File: config.mk
export PLATFORM = sky130hd
export DESIGN_NAME = membus_arbiter
export DESIGN_NICKNAME = d
export VERILOG_FILES = /design/src/rtl/membus_arbiter.sv
export SDC_FILE = /design/constraint.sdc
export NUM_CORES = 1
export LEC_CHECK = 0
export ABC_AREA = 1
export ABC_CLOCK_PERIOD_IN_PS = 1450
export CAP_MARGIN = 20
export CORE_MARGIN = 1.5
export CORE_UTILIZATION = 44
export CTS_CLUSTER_DIAMETER = 30
export DETAILED_ROUTE_END_ITERATION = 7
export PLACE_DENSITY = 0.8
export SLEW_MARGIN = 20
export SYNTH_ARGS = -nofsm -noshare
export SYNTH_HDL_FRONTEND = slang
export SYNTH_SLANG_ARGS = --single-unit
File: constraint.sdc
create_clock -name clk_i -period 1.45 [get_ports clk_i]
set_input_delay 0.29 -clock clk_i [delete_from_list [all_inputs] [get_ports clk_i]]
set_output_delay 0.29 -clock clk_i [all_outputs]
set_load 0.03 [all_outputs]
File: src/rtl/membus_arbiter.sv
// membus_arbiter
//   Round-robin arbiter sharing the single-master internal memory bus between
//   port A (host interface) and port B (sample logger). One transaction is in
//   flight at a time; every output is a register.
// Ports
//   clk_i, rst_i                 clock, synchronous active-high reset
//   {a,b}_req/we/addr/wdata_i    requester inputs, held stable until gnt
//   {a,b}_gnt_o                  one-cycle pulse, request accepted
//   {a,b}_ack_o                  one-cycle pulse, transaction complete
//   {a,b}_rdata_o                read data, updated only on that port's read ack
//   membus_read_req_o/write_req_o  one-cycle strobes to the slaves
//   membus_addr_o/data_o         bus address / write data, held between transactions
//   membus_data_i                resolved slave read data
// READ_LAT (1..7): cycles from strobe to valid membus_data_i.
module membus_arbiter #(
  parameter int READ_LAT = 1
) (
  input  logic       clk_i,
  input  logic       rst_i,
  input  logic       a_req_i,
  input  logic       a_we_i,
  input  logic [6:0] a_addr_i,
  input  logic [7:0] a_wdata_i,
  input  logic       b_req_i,
  input  logic       b_we_i,
  input  logic [6:0] b_addr_i,
  input  logic [7:0] b_wdata_i,
  output logic       a_gnt_o,
  output logic       a_ack_o,
  output logic [7:0] a_rdata_o,
  output logic       b_gnt_o,
  output logic       b_ack_o,
  output logic [7:0] b_rdata_o,
  output logic       membus_read_req_o,
  output logic       membus_write_req_o,
  output logic [6:0] membus_addr_o,
  output logic [7:0] membus_data_o,
  input  logic [7:0] membus_data_i
);

  typedef enum logic [1:0] {IDLE, STROBE, WAIT, ACK} state_t;

  typedef struct packed {
    logic       we;
    logic [6:0] addr;
    logic [7:0] wdata;
  } req_t;

  state_t     state_q, state_d;
  logic       ptr_q, ptr_d;   // 0 = A has priority, 1 = B
  logic       win_q, win_d;   // port owning the current transaction
  logic       we_q, we_d;
  logic [2:0] cnt_q, cnt_d;

  logic       a_gnt_d, b_gnt_d, a_ack_d, b_ack_d, rd_d, wr_d;
  logic [6:0] addr_d;
  logic [7:0] data_d, a_rdata_d, b_rdata_d;
  logic       pick;
  req_t       sel;

  // Outputs are registered, so each output is computed for the state being
  // entered: strobe/gnt on entry to STROBE, ack/rdata on entry to ACK.
  always_comb begin
    state_d   = state_q;
    ptr_d     = ptr_q;
    win_d     = win_q;
    we_d      = we_q;
    cnt_d     = cnt_q;
    a_gnt_d   = 1'b0;
    b_gnt_d   = 1'b0;
    a_ack_d   = 1'b0;
    b_ack_d   = 1'b0;
    rd_d      = 1'b0;
    wr_d      = 1'b0;
    addr_d    = membus_addr_o;
    data_d    = membus_data_o;
    a_rdata_d = a_rdata_o;
    b_rdata_d = b_rdata_o;
    // B wins when it is alone, or when both ask and the pointer favours B.
    pick      = b_req_i && (!a_req_i || ptr_q);
    sel       = pick ? req_t'{b_we_i, b_addr_i, b_wdata_i}
                     : req_t'{a_we_i, a_addr_i, a_wdata_i};
    unique case (state_q)
      IDLE, ACK: begin
        if (a_req_i || b_req_i) begin
          win_d   = pick;
          we_d    = sel.we;
          addr_d  = sel.addr;
          data_d  = sel.wdata;
          wr_d    = sel.we;
          rd_d    = !sel.we;
          a_gnt_d = !pick;
          b_gnt_d = pick;
          state_d = STROBE;
        end else begin
          state_d = IDLE;
        end
      end
      STROBE: begin
        ptr_d = !win_q;
        if (we_q) begin
          a_ack_d = !win_q;
          b_ack_d = win_q;
          state_d = ACK;
        end else begin
          cnt_d   = 3'(READ_LAT);
          state_d = WAIT;
        end
      end
      WAIT: begin
        cnt_d = cnt_q - 3'd1;
        if (cnt_q == 3'd1) begin
          if (win_q) b_rdata_d = membus_data_i;
          else       a_rdata_d = membus_data_i;
          a_ack_d = !win_q;
          b_ack_d = win_q;
          state_d = ACK;
        end
      end
      default: state_d = IDLE;
    endcase
  end

  always_ff @(posedge clk_i) begin
    if (rst_i) begin
      state_q            <= IDLE;
      ptr_q              <= 1'b0;
      win_q              <= 1'b0;
      we_q               <= 1'b0;
      cnt_q              <= 3'd0;
      a_gnt_o            <= 1'b0;
      b_gnt_o            <= 1'b0;
      a_ack_o            <= 1'b0;
      b_ack_o            <= 1'b0;
      a_rdata_o          <= 8'd0;
      b_rdata_o          <= 8'd0;
      membus_read_req_o  <= 1'b0;
      membus_write_req_o <= 1'b0;
      membus_addr_o      <= 7'd0;
      membus_data_o      <= 8'd0;
    end else begin
      state_q            <= state_d;
      ptr_q              <= ptr_d;
      win_q              <= win_d;
      we_q               <= we_d;
      cnt_q              <= cnt_d;
      a_gnt_o            <= a_gnt_d;
      b_gnt_o            <= b_gnt_d;
      a_ack_o            <= a_ack_d;
      b_ack_o            <= b_ack_d;
      a_rdata_o          <= a_rdata_d;
      b_rdata_o          <= b_rdata_d;
      membus_read_req_o  <= rd_d;
      membus_write_req_o <= wr_d;
      membus_addr_o      <= addr_d;
      membus_data_o      <= data_d;
    end
  end

endmodule

# Yosys cells after proc, flatten, opt, wreduce, memory -nomap -nowiden
# Index checks and enable logic that the tools add are counted.
# totals
ff_bits	45
output_inout_bits	37
elab_cells	53
# op_classes
n_addsub	1
n_eq_ne	6
muxes	13
bitwise_logic	3
reduce_logical	15
# ops
operator	count
2-to-1 mux 16 bit	1
2-to-1 mux 1 bit	6
one-hot mux 2 bit (3 select lines)	1
one-hot mux 3 bit (2 select lines)	1
AND reduction 3 bit	2
equality test 2 bit, second input constant	2
zero test 1 bit	4
inequality test 2 bit, second input constant	2
one-hot mux 1 bit (2 select lines)	2
AND reduction 2 bit	2
equality test 3 x 1 -> 1 bit, second input constant	1
2-to-1 mux 3 bit	1
NOT 1 bit	3
OR reduction 3 bit	1
subtractor 3 x 1 -> 3 bit, second input constant	1
equality test 2 x 1 -> 1 bit, second input constant	1
zero test 2 bit	1
logical OR 1 bit	2
2-to-1 mux 2 bit	1
nonzero test 2 bit	1
OR reduction 2 bit	1
logical AND 1 bit	1

# Longest topological paths before layout
# logic_depth
word_depth	5
ltp_mapped	8

# Worst setup path before layout
# Ideal clock, no wire load.
# synth_path
path_type	register to register
startpoint	reg state_q[0]
endpoint	reg membus_addr_o[0]
setup_ns	0.117
t_arrival_ns	1.230
required_time_ns	1.333
slack_ns	0.102
stages_incl_launch_ff	9
n_path_buf	1
period_less_slack_ns	1.348
cell_sequence	dfxtp_1 inv_1 ha_1 inv_1 nor2_4 buf_4 nand2_1 nor2_1 nor2_1
# synth_via
elab_chain_len	3
word_cells_on_any_way	4
cone_classes	1 x eq/ne; 3 x reduce/logical
# synth_rtl
element	line	text
from (decl)	49	state_t state_q, state_d;
from (signal assigned)	142	state_q <= state_d;
equality test 2 bit / zero test 2 bit (equally long branches)	83	unique case (state_q)
OR reduction 2 bit (*)	83	
AND reduction 2 bit (no line) (*)	-	
to (signal assigned)	155	membus_addr_o <= addr_d;
to (decl)	36	output logic [6:0] membus_addr_o,
# Every way passes the cells marked *; elsewhere a longest branch is shown, timed or not.
# A chain may end at the register's enable or synchronous reset.

# Final worst setup path
# layout_path
startpoint	reg state_q[1]
endpoint	reg membus_data_o[3]
# layout_via
elab_chain_len	3
word_cells_on_any_way	4
cone_classes	1 x eq/ne; 3 x reduce/logical
# layout_rtl
element	line	text
equality test 2 bit / zero test 2 bit (equally long branches)	83	
OR reduction 2 bit (*)	83	
AND reduction 2 bit (no line) (*)	-	
to (signal assigned)	156	membus_data_o <= data_d;
to (decl)	37	output logic [7:0] membus_data_o,
# Marked as above.

==> impl_metrics.yaml <==
status:
  outcome: "finished clean"
die:
  dieArea_um2: 5250
  die_w_um: 72.5
  rows: 25
  core_area_um2: 4690
  ios: 81
  die_h_um: 72.5
  start_util_pct: 45.3
cells_and_area:
  drive_gt1_share_pct: 10.8
  area_growth_pct: 53.6
  n_antenna_cell: 0
  final_cell_mix: "nand2_1 (60), nor2_1 (52), dfxtp_1 (44), clkdlybuf4s50_1 (43), dlygate4sd2_1 (37)"
  fin_nets: 449
  fin_util_pct: 69.5
  postLayoutCellArea_um2: 3260
  final_common_cell: "nand2_1"
clocking:
  cts_hold_buf: 0
  htreeDepth: 2
  cts-root-buf: "clkbuf_8"
  cts_sinks: 45
  worstSkewPairLatency_ns: 0.30
  cts_tree: "yes"
  numCtsBuffers: 5
  cts_max_path_buffers: 2
  clk_pin_slew_worst_paths_ns: 0.08
placement:
  gp_congestion: 0.826
  preCtsSetupSlack_ns: -0.108
  portBuffers: 80
  dpl.hpwl_mm: 3.81
  place_area_um2: 3090
worst_setup_path:
  path_cells: "ha_4, inv_2, nor2_4, buf_12, buf_12, nand2_1, nor2_1, nor2_1"
  path_max_fanout: 12
  crit_path_end_kind: "flop"
  path_class: "reg2reg"
  crit_arrival_ns: 1.59
  cpMaxStageDelayCell: "dfxtp_1"
  worstSetupStartpointType: "flop"
  max_stage_delay_ns: 0.37
  cp_num_buf_inv: 3
  crit_family: "flip-flops"
  required_ns: 1.65
yosys:
  synth_area_um2: 2120
  synth.avg_cell_area_um2: 6.94
  synth-warning-count: 0
  synth_seq_cells: 45
  syn-instance-count: 306
  netlist.area_leader.share_pct: 42.4
  synth_cell_types: 22
  synth_nets: 356
  yosysSeqAreaShare_pct: 42.4
  yosys.area.top_type: "dfxtp_1"
  yosys-top-cells-area: "dfxtp_1 (42%), nand2_1 (11%), nor2_1 (9.5%)"
drt:
  finalWirelength_mm: 5.11
  antenna_left: 0
  drc: 0
  drtIter0Drc: 51
  wl_per_cell_um: 11.3
  dr.pass1.iters: 6
  vias: 2201
  viasPerCell: 4.85
global_route:
  grt_pass1_wl_mm: 8.40
  grt_use_total_pct: 20.1
  gr-total-overflow: 0
  grt_pass1_vias: 2011
  grt_max_degree: 24
  antenna_found_initial: 0
power:
  cellLeakagePower_nw: 1.60
  clkPwrFrac_pct: 17.9
  powerDensity_nw_per_um2: 1670
  p_sw_share_pct: 39.3
  power.total_mw: 5.44
  switchingPower_mw: 2.14
  ir_worst_vdd_uv: 1060
  comb_power_share_pct: 49.9
  power.internal_mw: 3.30
  p_seq_share_pct: 32.3
timing:
  finalSetupViolCount: 0
  hold_slack_ns: 0.460
  fmax_mhz: 721
  maxSlewHeadroom_pct: 78.4
  post-route-min-period_ns: 1.39
  slew_violations: 0
  post-route-period-util_pct: 95.7
  setup_slack_ns: 0.0622
  hold_viol: 0
  tightest_slew_ns: 0.324
  fin_skew_ns: 0.0111
  rsz0062_at_grt: "yes"
hold_path:
  hold_path_class: "reg2reg"
job:
  maxCapViolations: 0
## sequential cells by signal, summed over array words and instances (netlist names)
signal and flops:
a_rdata_o 8, a_gnt_o 1, membus_read_req_o 1, cnt_q 3
membus_data_o 8, b_ack_o 1, we_q 1, membus_addr_o 7
ptr_q 1, state_q 2, win_q 1, b_gnt_o 1
membus_write_req_o 1, a_ack_o 1, b_rdata_o 8
## cell usage after synthesis (all sizes together)
cell type	count
nand2	60
nor2	57
dfxtp	45
inv	37
a21oi	31
nand3	22
o21ai	19
buf	15
nand4	10
ha	6
clkbuf	2
nand3b	1
o211ai	1
## kinds of logic (layout without fill, tap and decap cells)
kind of cell | Yosys count | after routing | share of synthesized area [%]
flip-flops | 45 | 45 | 42.4
adder cells (fa/ha/maj) | 6 | 6 | 3.54
buffers and inverters | 54 | 148 | 11.2
AND/OR/NAND/NOR | 150 | 150 | 30.7
AO/OA/AOI/OAI | 51 | 51 | 12.1
## path summary, 6_finish.rpt
path | startpoint | to | slack [ns] | cells after the start
min reg2reg | a_rdata_o[6] | a_rdata_o[6] | 0.46 | 2
max reg2reg | state_q[1] | membus_data_o[3] | 0.06 | 8
min | a_rdata_o[6] | a_rdata_o[6] | 0.46 | 2
max | state_q[1] | membus_data_o[3] | 0.06 | 8
## through the flow
| stage | cells | TNS, ns |
|---|---|---|
| final | 454 | 0 |
| after global routing | 454 | -0.126 |
| after CTS | 450 | 0 |
| after detailed placement | 442 | -1.43 |
| after global placement | 442 | -0.767 |
| after floorplan | 306 | 0 |
## worst reg2reg max path: stages, from the launching register on
cell and delay (ns):
dfxtp_1 0.37, ha_4 0.29, inv_2 0.05, nor2_4 0.12
buf_12 0.14, buf_12 0.13, nand2_1 0.05, nor2_1 0.10
nor2_1 0.05
## final cells by class
type                            count  area (um2)
Clock buffer                        7        86.3
Inverter                           37         139
Timing Repair Buffer              103        1030
Fill cell                         386        1430
Sequential cell                    45         902
Multi-Input combinational cell    207        1010
Tap cell                           54        67.6
Clock inverter                      1        30.0
## power groups by stage
stage | Sequential [mW] | Clock (mW) | Combinational [mW]
final | 1.76 | 0.972 | 2.71
after global placement | 1.77 | 0 | 2.52
after global routing | 1.79 | 1.04 | 2.95
after floorplan | 2.24 | 0 | 1.05
after CTS | 1.74 | 1.00 | 2.39
after detailed placement | 1.77 | 0 | 2.56
## timing repair
item | CTS | global route
cloned | 0 | 3
endpoints found under the setup margin | 38 | 25
pin swaps | 1 | 2
buffers inserted | 0 | 1
resized for setup | 37 | 14
## layer usage
layer	track usage, %	share of wire (%)
met2	35.5	47
met1	23.2	43
met3	6.53	8.1
met5	0	0
met4	6.08	1.2
(Power assumes the default switching activity.)
